--- config.mk ---
export PLATFORM = sky130hd
export DESIGN_NAME = dt24_tx
export DESIGN_NICKNAME = d
export VERILOG_FILES = /design/src/rtl/dt24_tx.sv
export SDC_FILE = /design/constraint.sdc
export NUM_CORES = 1
export LEC_CHECK = 0
export CORE_MARGIN = 2
export CORE_UTILIZATION = 45
export DETAILED_ROUTE_END_ITERATION = 7
export SYNTH_ARGS = -nofsm -noshare
export SYNTH_HDL_FRONTEND = slang
export SYNTH_SLANG_ARGS = --single-unit
--- constraint.sdc ---
create_clock -name wb_clk_i -period 4.3 [get_ports wb_clk_i]
set_clock_uncertainty 0.2 [all_clocks]
set_input_delay 0.86 -clock wb_clk_i [delete_from_list [all_inputs] [get_ports wb_clk_i]]
set_output_delay 0.86 -clock wb_clk_i [all_outputs]
set_load 0.02 [all_outputs]
--- src/rtl/dt24_tx.sv ---
// dt24_tx: transmit end of the 24-bit source-synchronous pixel link (dt24).
// Latency: accepted push on an idle link -> beat on the pins after 1+2*CLK_DIV cycles; one beat per 2*CLK_DIV cycles.
// Backpressure: pix_ready_o is registered from the next FIFO count and drops only when the FIFO is full.
//
// Ports:
//   wb_clk_i, wb_rst_i          system clock, asynchronous active-high reset
//   pix_valid_i/_data_i/_last_i input pixel stream (RGB888 + end-of-frame flag)
//   pix_ready_o                 FIFO can accept a pixel
//   dt24_clk_o/_we_o/_data_o    forwarded link clock, beat strobe, beat data
//   dt24_*_oenb                 pad output enables, active-low, all driven from one flop
//   busy_o, frame_done_o        link not idle; one-cycle end-of-frame pulse
//
// Build option: define DT24_TX_CLKGATE_EN to park the forwarded clock low while
// the FIFO is empty mid-frame instead of sending we=0 bubble beats.
module dt24_tx #(
  parameter int FIFO_DEPTH = 8,
  parameter int CLK_DIV    = 2
) (
  input  logic        wb_clk_i,
  input  logic        wb_rst_i,
  input  logic        pix_valid_i,
  input  logic [23:0] pix_data_i,
  input  logic        pix_last_i,
  output logic        pix_ready_o,
  output logic        dt24_clk_o,
  output logic        dt24_we_o,
  output logic [23:0] dt24_data_o,
  output logic        dt24_clk_oenb,
  output logic        dt24_we_oenb,
  output logic [23:0] dt24_data_oenb,
  output logic        busy_o,
  output logic        frame_done_o
);

  localparam int AW = (FIFO_DEPTH > 1) ? $clog2(FIFO_DEPTH) : 1;
  localparam int CW = $clog2(FIFO_DEPTH + 1);
  localparam int DW = (CLK_DIV > 1) ? $clog2(CLK_DIV) : 1;
  localparam int LW = $clog2(2 * CLK_DIV);
  localparam logic [DW-1:0] DIV_MAX  = DW'(CLK_DIV - 1);
  localparam logic [LW-1:0] LEAD_MAX = LW'(2 * CLK_DIV - 1);
  localparam logic [CW-1:0] DEPTH_C  = CW'(FIFO_DEPTH);

  // ---------------------------------------------------------------- FIFO
  logic [24:0]   mem [FIFO_DEPTH];
  logic [AW-1:0] wr_ptr;
  logic [AW-1:0] rd_ptr;
  logic [CW-1:0] count;
  logic [CW-1:0] count_n;
  logic          push;
  logic          pop;
  logic [24:0]   head;

  assign push = pix_valid_i && pix_ready_o;
  assign head = mem[rd_ptr];

  always_comb begin
    count_n = count;
    if (push && !pop) begin
      count_n = count + 1'b1;
    end else if (!push && pop) begin
      count_n = count - 1'b1;
    end
  end

  always_ff @(posedge wb_clk_i) begin
    if (push) begin
      mem[wr_ptr] <= {pix_last_i, pix_data_i};
    end
  end

  // Pops are decided from the registered count, so a word pushed on one edge
  // is never popped before the next one.
  always_ff @(posedge wb_clk_i or posedge wb_rst_i) begin
    if (wb_rst_i) begin
      wr_ptr      <= '0;
      rd_ptr      <= '0;
      count       <= '0;
      pix_ready_o <= 1'b0;
    end else begin
      if (push) begin
        wr_ptr <= wr_ptr + 1'b1;
      end
      if (pop) begin
        rd_ptr <= rd_ptr + 1'b1;
      end
      count       <= count_n;
      pix_ready_o <= (count_n < DEPTH_C);
    end
  end

  // ---------------------------------------------------------------- link FSM
  typedef enum logic [1:0] {IDLE, LEAD, SEND, TAIL} state_t;

  state_t        state;
  state_t        state_n;
  logic [DW-1:0] div_cnt;
  logic [DW-1:0] div_n;
  logic [LW-1:0] lead_cnt;
  logic [LW-1:0] lead_n;
  logic          clk_n;
  logic          we_n;
  logic [23:0]   data_n;
  logic          oenb_q;
  logic          oenb_n;
  logic          done_n;
  logic          last_q;     // last launched word closed the frame
  logic          last_n;
  logic          hold_q;     // forwarded clock parked low waiting for data
  logic          wrap;
  logic          fall;

`ifdef DT24_TX_CLKGATE_EN
  logic          hold_n;
`else
  assign hold_q = 1'b0;
`endif

  assign wrap = (div_cnt == DIV_MAX);
  // Fall point of the free-running clock: the half-period ends while high.
  assign fall = wrap && dt24_clk_o;

  always_comb begin
    state_n = state;
    div_n   = div_cnt;
    lead_n  = lead_cnt;
    clk_n   = dt24_clk_o;
    we_n    = dt24_we_o;
    data_n  = dt24_data_o;
    oenb_n  = oenb_q;
    done_n  = 1'b0;
    last_n  = last_q;
    pop     = 1'b0;
`ifdef DT24_TX_CLKGATE_EN
    hold_n  = hold_q;
`endif
    case (state)
      IDLE: begin
        if (count != '0) begin
          state_n = LEAD;
          oenb_n  = 1'b0;
          lead_n  = '0;
        end
      end
      LEAD: begin
        // Clock held low for a full link period so the receiver sees the
        // pads driven before the first rising edge.
        if (lead_cnt == LEAD_MAX) begin
          state_n = SEND;
          pop     = 1'b1;
          we_n    = 1'b1;
          data_n  = head[23:0];
          last_n  = head[24];
          div_n   = '0;
        end else begin
          lead_n = lead_cnt + 1'b1;
        end
      end
      SEND: begin
        if (hold_q) begin
          // Clock parked low: the first cycle with data is itself a fall
          // point, restart the half-period so setup is a full CLK_DIV.
          if (count != '0) begin
            pop    = 1'b1;
            we_n   = 1'b1;
            data_n = head[23:0];
            last_n = head[24];
            div_n  = '0;
`ifdef DT24_TX_CLKGATE_EN
            hold_n = 1'b0;
`endif
          end
        end else begin
          if (wrap) begin
            div_n = '0;
            clk_n = ~dt24_clk_o;
          end else begin
            div_n = div_cnt + 1'b1;
          end
          if (fall) begin
            if (last_q) begin
              state_n = TAIL;
              we_n    = 1'b0;
              last_n  = 1'b0;
            end else if (count != '0) begin
              pop    = 1'b1;
              we_n   = 1'b1;
              data_n = head[23:0];
              last_n = head[24];
            end else begin
              we_n = 1'b0;
`ifdef DT24_TX_CLKGATE_EN
              hold_n = 1'b1;
`endif
            end
          end
        end
      end
      TAIL: begin
        if (wrap) begin
          div_n = '0;
          clk_n = ~dt24_clk_o;
        end else begin
          div_n = div_cnt + 1'b1;
        end
        if (fall) begin
          state_n = IDLE;
          oenb_n  = 1'b1;
          done_n  = 1'b1;
        end
      end
      default: begin
        state_n = IDLE;
      end
    endcase
  end

  always_ff @(posedge wb_clk_i or posedge wb_rst_i) begin
    if (wb_rst_i) begin
      state        <= IDLE;
      div_cnt      <= '0;
      lead_cnt     <= '0;
      dt24_clk_o   <= 1'b0;
      dt24_we_o    <= 1'b0;
      dt24_data_o  <= '0;
      oenb_q       <= 1'b1;
      frame_done_o <= 1'b0;
      last_q       <= 1'b0;
    end else begin
      state        <= state_n;
      div_cnt      <= div_n;
      lead_cnt     <= lead_n;
      dt24_clk_o   <= clk_n;
      dt24_we_o    <= we_n;
      dt24_data_o  <= data_n;
      oenb_q       <= oenb_n;
      frame_done_o <= done_n;
      last_q       <= last_n;
    end
  end

`ifdef DT24_TX_CLKGATE_EN
  always_ff @(posedge wb_clk_i or posedge wb_rst_i) begin
    if (wb_rst_i) begin
      hold_q <= 1'b0;
    end else begin
      hold_q <= hold_n;
    end
  end
`endif

  assign busy_o         = (state != IDLE);
  assign dt24_clk_oenb  = oenb_q;
  assign dt24_we_oenb   = oenb_q;
  assign dt24_data_oenb = {24{oenb_q}};

endmodule

==> metrics, run 1 <==
number of DRC violations after detailed-routing iteration 0 381; drt wl/cell 21.31 um; number of hold-slack violations in the final timing report 0; origin of the worst setup path state[0]; sequence of cells on the critical path inv_1 -> ha_1 -> inv_1 -> nor4b_1 -> o21ai_1 -> ha_1 -> nand2b_1 -> o41ai_1 -> a21oi_1 -> a31oi_1; leakage power of the design 4.103 nW; run status finished, final reports clean; final cycle utilization of the critical path 71.13%; multi-input gate area in the final layout 2444 sq um; buffering stage count on the worst path with inverters included 2; reported net switching power 0.002507 W; dominant synthesized flop cell sky130_fd_sc_hd__edfxtp_1; IR drop worst, VDD 0.4053 mV; floorplan die area 23,220 sq um; via density per instance 5.442; final weighted congestion in routability-driven placement 0.7551; share of flip-flops with an asynchronous set or reset after synthesis 18.37%; total congestion overflow 0; number of standard cells after synthesis 492; synthesized netlist net count 532; detailed-route via count 4,756; arrival time of the worst setup path 3.29 ns; router iterations before antenna repair 4; Worst-Margin Slew 1.059 ns; CTS Root Buffer Type sky130_fd_sc_hd__clkbuf_16; Total Power Consumption 0.008291 W; area after detailed placement 10,950 sq um; type of the worst setup path flop to flop; Antenna Cells 0; worst hold-check slack 0.2949 ns; relative contribution of sequential cells to total power 40.8%; Clk pin slew, worst setup/hold paths 0.06 ns; start point of the worst min-delay path dt24_we_o; Comb power frac 33.9%; H-tree depth 1; max_cap viols 0; Net count, final 616; pre-CTS setup slack 1.146 ns; Cell Int Power 0.005784 W; placeable core area 21,690 sq um; clk buf depth 3; mean area per synthesized cell 20.13 sq um; antenna violations before repair 0; final routed wirelength across all metal layers 18.62 mm; post-detail-place hpwl 10.95 mm; total negative setup slack 0 ns; unrepaired setup endpoints after global routing no; warning count from the yosys run 0; overall global routing resource usage 16.02%; worst min path class flop to flop; maximum number of pins on one net before global-route repair 53; total CTS buffers 25; time the final worst path needs with I/O delays and setup 3.058 ns; area of all placed cells without fillers 11,740 sq um; number of enable-type register cells in the synthesized netlist 200; Setup Buffers After CTS 0; Post-CTS Hold Fix Bufs 0; critical path peak fanout 7; antenna viol nets, final 0; Setup violations, final 0; worst endpoint required time 4.53 ns; Top Ports 83; Max-slew headroom 29.40%; insertion delay to the later sink of the worst-skew pair 0.51 ns; startpoint class of the critical path flop; CTS tree built; number of standard-cell rows in the floorplan 54; signed area change from the synthesized netlist to the final layout 18.54%; overall die height 152.4 um; vias in the first global route 4,940; # DRC 0; switch share 30.24%; fill count 1,660; Reg area 7136 sq um; post-cts repair resize count 0; Synth cell types 37; clock tree sinks 245; Cell Pwr Density 706.1 nW/um^2; wire length of the first global-routing pass 28.67 mm; setup slack of the critical path after layout 1.242 ns; fmax 327.0 MHz; share of synthesized area occupied by flip-flops and latches 72.01%; Worst path slowest cell sky130_fd_sc_hd__o41ai_1; worst reg2reg path startpoint state[0]; area of the mapped netlist 9906 sq um; kind of cell adding the most delay to the critical path compound AO/OA/AOI/OAI gates; CP Capture Type flop; die outline width 152.4 um; fraction of layout instances using a drive strength above 1 23.40%; initial core utilization 45.67%; final count of pins violating max slew 0; maximum cell stage delay along the critical path 0.43 ns; clock network fraction of total power 25.3%; flip-flop and latch count after synthesis 245; number of input and output port buffers inserted 82
[cells in the mapped netlist, drive strengths merged, types with 2 or more instances]
library cell    n  area, sq um
edfxtp        200         6006
o211ai          4        30.03
nand2b          6        37.54
buf            35        275.3
nor3            2        10.01
ha             12        150.1
dfrtp          44         1101
nand2          15        56.30
a21oi           5        25.02
o21ai          10        50.04
inv            13        48.80
mux2           52        585.6
clkbuf          8        30.03
xnor2           5        43.79
mux4           50         1242
nor2           12        45.04
a22o            2        17.52
and2            2        12.51
[power by group through the flow]
| stage | sequential [W] | combinational (W) | clock, W |
|---|---|---|---|
| final | 0.00339 | 0.00281 | 0.00210 |
| after global routing | 0.00345 | 0.00302 | 0.00226 |
| after CTS | 0.00340 | 0.00286 | 0.00216 |
| after detailed placement | 0.00344 | 0.00286 | 0 |
| after global placement | 0.00341 | 0.00281 | 0 |
| after floorplan | 0.00347 | 0.00192 | 0 |
[state kept, by name, indices dropped and copies added, names as in the netlist, named ones only]
name	cells
rd_ptr	3
state	2
frame_done_o	1
dt24_clk_o	1
mem	200
dt24_clk_oenb	1
div_cnt	1
dt24_we_o	1
lead_cnt	2
last_q	1
pix_ready_o	1
dt24_data_o	24
count	3
wr_ptr	3
[tightest hold or removal path: stages, from the launching register on]
cell and delay, ns:
sky130_fd_sc_hd__dfrtp_1 0.36, sky130_fd_sc_hd__nand2_1 0.05, sky130_fd_sc_hd__nand2_1 0.05
[cells in the final DEF (no fill, tap or decap), types with 2 or more instances in the layout]
| cell | count |
|---|---|
| sky130_fd_sc_hd__edfxtp_1 | 200 |
| sky130_fd_sc_hd__clkdlybuf4s50_1 | 82 |
| sky130_fd_sc_hd__mux2_2 | 52 |
| sky130_fd_sc_hd__dfrtp_1 | 42 |
| sky130_fd_sc_hd__mux4_1 | 31 |
| sky130_fd_sc_hd__clkbuf_16 | 25 |
| sky130_fd_sc_hd__mux4_2 | 19 |
| sky130_fd_sc_hd__buf_4 | 17 |
| sky130_fd_sc_hd__nand2_1 | 15 |
| sky130_fd_sc_hd__inv_1 | 12 |
| sky130_fd_sc_hd__ha_1 | 12 |
| sky130_fd_sc_hd__o21ai_0 | 9 |
| sky130_fd_sc_hd__clkinv_2 | 7 |
| sky130_fd_sc_hd__nand2b_1 | 6 |
| sky130_fd_sc_hd__nor2_1 | 6 |
| sky130_fd_sc_hd__nor2_2 | 6 |
| sky130_fd_sc_hd__clkbuf_1 | 6 |
| sky130_fd_sc_hd__a21oi_1 | 5 |
| sky130_fd_sc_hd__xnor2_1 | 5 |
| sky130_fd_sc_hd__o211ai_1 | 4 |
| sky130_fd_sc_hd__bufinv_16 | 3 |
| sky130_fd_sc_hd__and2_1 | 2 |
| sky130_fd_sc_hd__a22o_1 | 2 |
| sky130_fd_sc_hd__nor3_2 | 2 |
| sky130_fd_sc_hd__clkinv_1 | 2 |
| sky130_fd_sc_hd__clkinvlp_4 | 2 |
| sky130_fd_sc_hd__dfrtp_2 | 2 |
[worst paths after layout]
kind                              endpoint  slack (ns)  cells past startpoint
max                                   flop        1.24                     10
max reg2reg                           flop        1.24                     10
min in group asynchronous      lead_cnt[0]        0.56                      2
max in group asynchronous  dt24_data_o[10]        2.55                      3
min reg2reg                      dt24_we_o        0.29                      2
min                              dt24_we_o        0.29                      2
[final cells by class]
cell class | count | area share [%]
inverter | 13 | 0.4156
clock inverter | 14 | 1.257
timing repair buffer | 100 | 8.247
multi-input combinational | 191 | 20.81
clock buffer | 31 | 5.519
tap | 280 | 2.983
sequential | 245 | 60.77
[per-layer routing]
layer	routed length, um	global-route usage [%]	up-vias	share of wire [%]
met1	8444	22.47	2488	45
met5	0	0	-	0
li1	-	-	2122	-
met4	385	4.895	0	2.1
met2	8929	26.25	121	48
met3	863	2.418	25	4.6
[cell families (layout without fill, tap and decap cells)]
group	after synthesis	in the layout	share of synthesized area, %
compound gates	28	28	1.806
xor+xnor	5	5	0.4421
fa+ha+maj	12	12	1.516
buf+inv	56	158	3.575
flops	245	245	72.01
mux	103	103	18.55
simple gates	43	43	2.097
[stage by stage]
step | instances | utilization [%]
finish | 874 | 54.14
global route | 874 | 54.14
CTS | 874 | 54.14
detailed placement | 829 | 50.47
global placement | 829 | 50.47
floorplan | 492 | -
(Power assumes the default switching activity.)
==> run 2: changes to the inputs <==
- clock period: 4.3 -> 3.2 ns (I/O delays scaled with it)
==> metrics, run 2 (synthesis gave the netlist of run 1 again) <==
run status finished, final reports clean; Net count, final 622 (+0.97%); Antenna Cells 0 (unchanged); Setup violations, final 0 (unchanged); antenna violations before repair 0 (unchanged); CTS tree built; via density per instance 5.391 (-0.93%); startpoint class of the critical path flop; Comb power frac 34.3% (+0.4 points); Worst path slowest cell sky130_fd_sc_hd__dfrtp_1; number of input and output port buffers inserted 82 (unchanged); worst min path class flop to flop; Worst path most repeated cell sky130_fd_sc_hd__ha_1; router iterations before antenna repair 4 (unchanged); wire length of the first global-routing pass 29.18 mm (+1.8%); pre-CTS setup slack 0.1741 ns (-0.9723 ns); final cycle utilization of the critical path 92.24% (+21 points); unrepaired setup endpoints after global routing no; maximum cell stage delay along the critical path 0.43 ns (about the same); total congestion overflow 0 (unchanged); Max-slew headroom 44.79% (+15 points); final count of pins violating max slew 0 (unchanged); critical path peak fanout 7 (unchanged); max reg flops 200 (unchanged); clock network fraction of total power 25.1% (-0.2 points); Worst-Margin Slew 0.8270 ns (-0.2320 ns); commonest non-fill, non-tap cells in the layout sky130_fd_sc_hd__edfxtp_1, sky130_fd_sc_hd__clkdlybuf4s50_1, sky130_fd_sc_hd__mux2_2; clk buf depth 3 (unchanged); H-tree depth 1 (unchanged); clock tree sinks 245 (unchanged); total CTS buffers 25 (unchanged); register with the most flip-flops mem; Clk pin slew, worst setup/hold paths 0.06 ns (about the same); initial core utilization 45.67% (unchanged); sequence of cells on the critical path inv_1 -> ha_1 -> nor3b_1 -> nor4b_1 -> o21ai_1 -> ha_1 -> nand2b_1 -> o41ai_2 -> a21oi_1 -> a31oi_1; relative contribution of sequential cells to total power 40.6% (-0.2 points); core occupancy in the finished layout 54.59% (+0.44 points); worst endpoint required time 3.43 ns (-1.10 ns); setup slack of the critical path after layout 0.2483 ns (-0.9933 ns); Setup Buffers After CTS 0 (unchanged); Cell Int Power 0.007864 W (+36%); final routed wirelength across all metal layers 18.65 mm (+0.14%); arrival time of the worst setup path 3.18 ns (-0.11 ns); reported net switching power 0.003371 W (+34%); kind of cell adding the most delay to the critical path compound AO/OA/AOI/OAI gates; number of DRC violations after detailed-routing iteration 0 312 (-18%); post-detail-place hpwl 11.64 mm (+6.3%); CTS Root Buffer Type sky130_fd_sc_hd__clkbuf_16; overall global routing resource usage 16.23% (+0.21 points); fill count 1,646 (-0.84%); IR drop worst, VDD 0.4481 mV (+11%); drt wl/cell 21.19 um (-0.54%); overall die height 152.4 um (unchanged); CP Capture Type flop; floorplan die area 23,220 sq um (unchanged); Post-CTS Hold Fix Bufs 0 (unchanged); maximum number of pins on one net before global-route repair 35 (-34%); total negative setup slack 0 ns (unchanged); signed area change from the synthesized netlist to the final layout 19.52%; largest registers in the final layout mem: 200 flops, dt24_data_o: 24 flops; leakage power of the design 4.160 nW (+1.4%); detailed-route via count 4,744 (-0.25%); buffering stage count on the worst path with inverters included 1 (-1); fmax 338.8 MHz (+3.6%); number of standard-cell rows in the floorplan 54 (unchanged); # DRC 0 (unchanged); final weighted congestion in routability-driven placement 0.7422 (-1.7%); Cell Pwr Density 948.9 nW/um^2 (+34%); max_cap viols 0 (unchanged); worst reg2reg setup slack 0.25 ns (-0.99 ns); insertion delay to the later sink of the worst-skew pair 0.51 ns (about the same); worst hold-check slack 0.2983 ns (+0.003415 ns); placeable core area 21,690 sq um (unchanged); number of hold-slack violations in the final timing report 0 (unchanged); vias in the first global route 5,021 (+1.6%); die outline width 152.4 um (unchanged); type of the worst setup path flop to flop; time the final worst path needs with I/O delays and setup 2.952 ns (-0.1067 ns); switch share 30.00% (-0.23 points); fraction of layout instances using a drive strength above 1 24.17% (+0.77 points); Top Ports 83 (unchanged); antenna viol nets, final 0 (unchanged); most common cell after layout, fill and taps aside sky130_fd_sc_hd__edfxtp_1
run 2: changes by cell type in the layout (fill, tap and decap cells not counted), moves of 2 or more:
cell	delta
sky130_fd_sc_hd__clkbuf_1	+2
sky130_fd_sc_hd__nor3_2	-2
sky130_fd_sc_hd__clkbuf_8	+4
sky130_fd_sc_hd__nor3_4	+2
sky130_fd_sc_hd__buf_4	+4
sky130_fd_sc_hd__clkinv_2	-3
sky130_fd_sc_hd__buf_12	+2
run 2: per-stage QoR:
stage / std cells / total power, W / instance area (sq um)
2_1_floorplan: 492 / 0.007241 / 9916
3_5_place_dp: 835 / 0.008551 / 11030
4_1_cts: 880 / 0.01141 / 11830
6_report: 880 / 0.01123 / 11840
3_3_place_gp: 835 / 0.008433 / 11030
5_1_grt: 880 / 0.01184 / 11840
run 2: final cells by class:
cell class,count,area (sq um),area share [%]
flip-flops and latches,245,7136,60.27
multi-input cells,191,2464,20.81
repair buffers,106,1039,8.772
clock buffers,37,710.7,6.003
well taps,280,350.3,2.959
clock inverters,8,91.34,0.7715
inverters,13,48.80,0.4122
run 2: path summary, 6_finish.rpt:
| path | start | to | cells after the start |
|---|---|---|---|
| max reg2reg | count[0] | flop | 10 |
| min in group asynchronous | wb_rst_i | lead_cnt[1] | 2 |
| max in group asynchronous | wb_rst_i | dt24_data_o[8] | 3 |
| min reg2reg | dt24_we_o | dt24_we_o | 2 |
| min | dt24_we_o | dt24_we_o | 2 |
| max | count[0] | flop | 10 |
run 2: power groups by stage:
stage	Combinational [W]	Sequential [W]	Clock [W]
floorplan	0.00258	0.00466	0
global placement	0.00385	0.00458	0
detailed placement	0.00392	0.00463	0
CTS	0.00395	0.00457	0.00289
global route	0.00415	0.00464	0.00304
finish	0.00386	0.00456	0.00282
run 2: per-layer routing:
| layer | vias to the layer above | track usage, % | part of all wire (%) | wire length, um |
|---|---|---|---|---|
| li1 | 2139 | - | - | - |
| met3 | 19 | 2.588 | 4.8 | 898 |
| met1 | 2464 | 22.45 | 44 | 8220 |
| met4 | 0 | 3.249 | 1.3 | 234 |
| met5 | - | 0 | 0 | 0 |
| met2 | 122 | 27.67 | 50 | 9294 |
run 2: timing repair:
| action | 4_1_cts | 5_1_grt |
|---|---|---|
| endpoints found under the hold margin | 0 | 0 |
| resized for setup | 0 | 1 |
| setup endpoints to repair | 0 | 1 |
run 2: worst register-to-register path, delay by kind of cell, from the launching register on:
kind	cells	cell delay [ns]
simple gates	3	0.77
compound gates	4	0.80
fa+ha+maj	2	0.57
buf+inv	1	0.11
flops	1	0.43
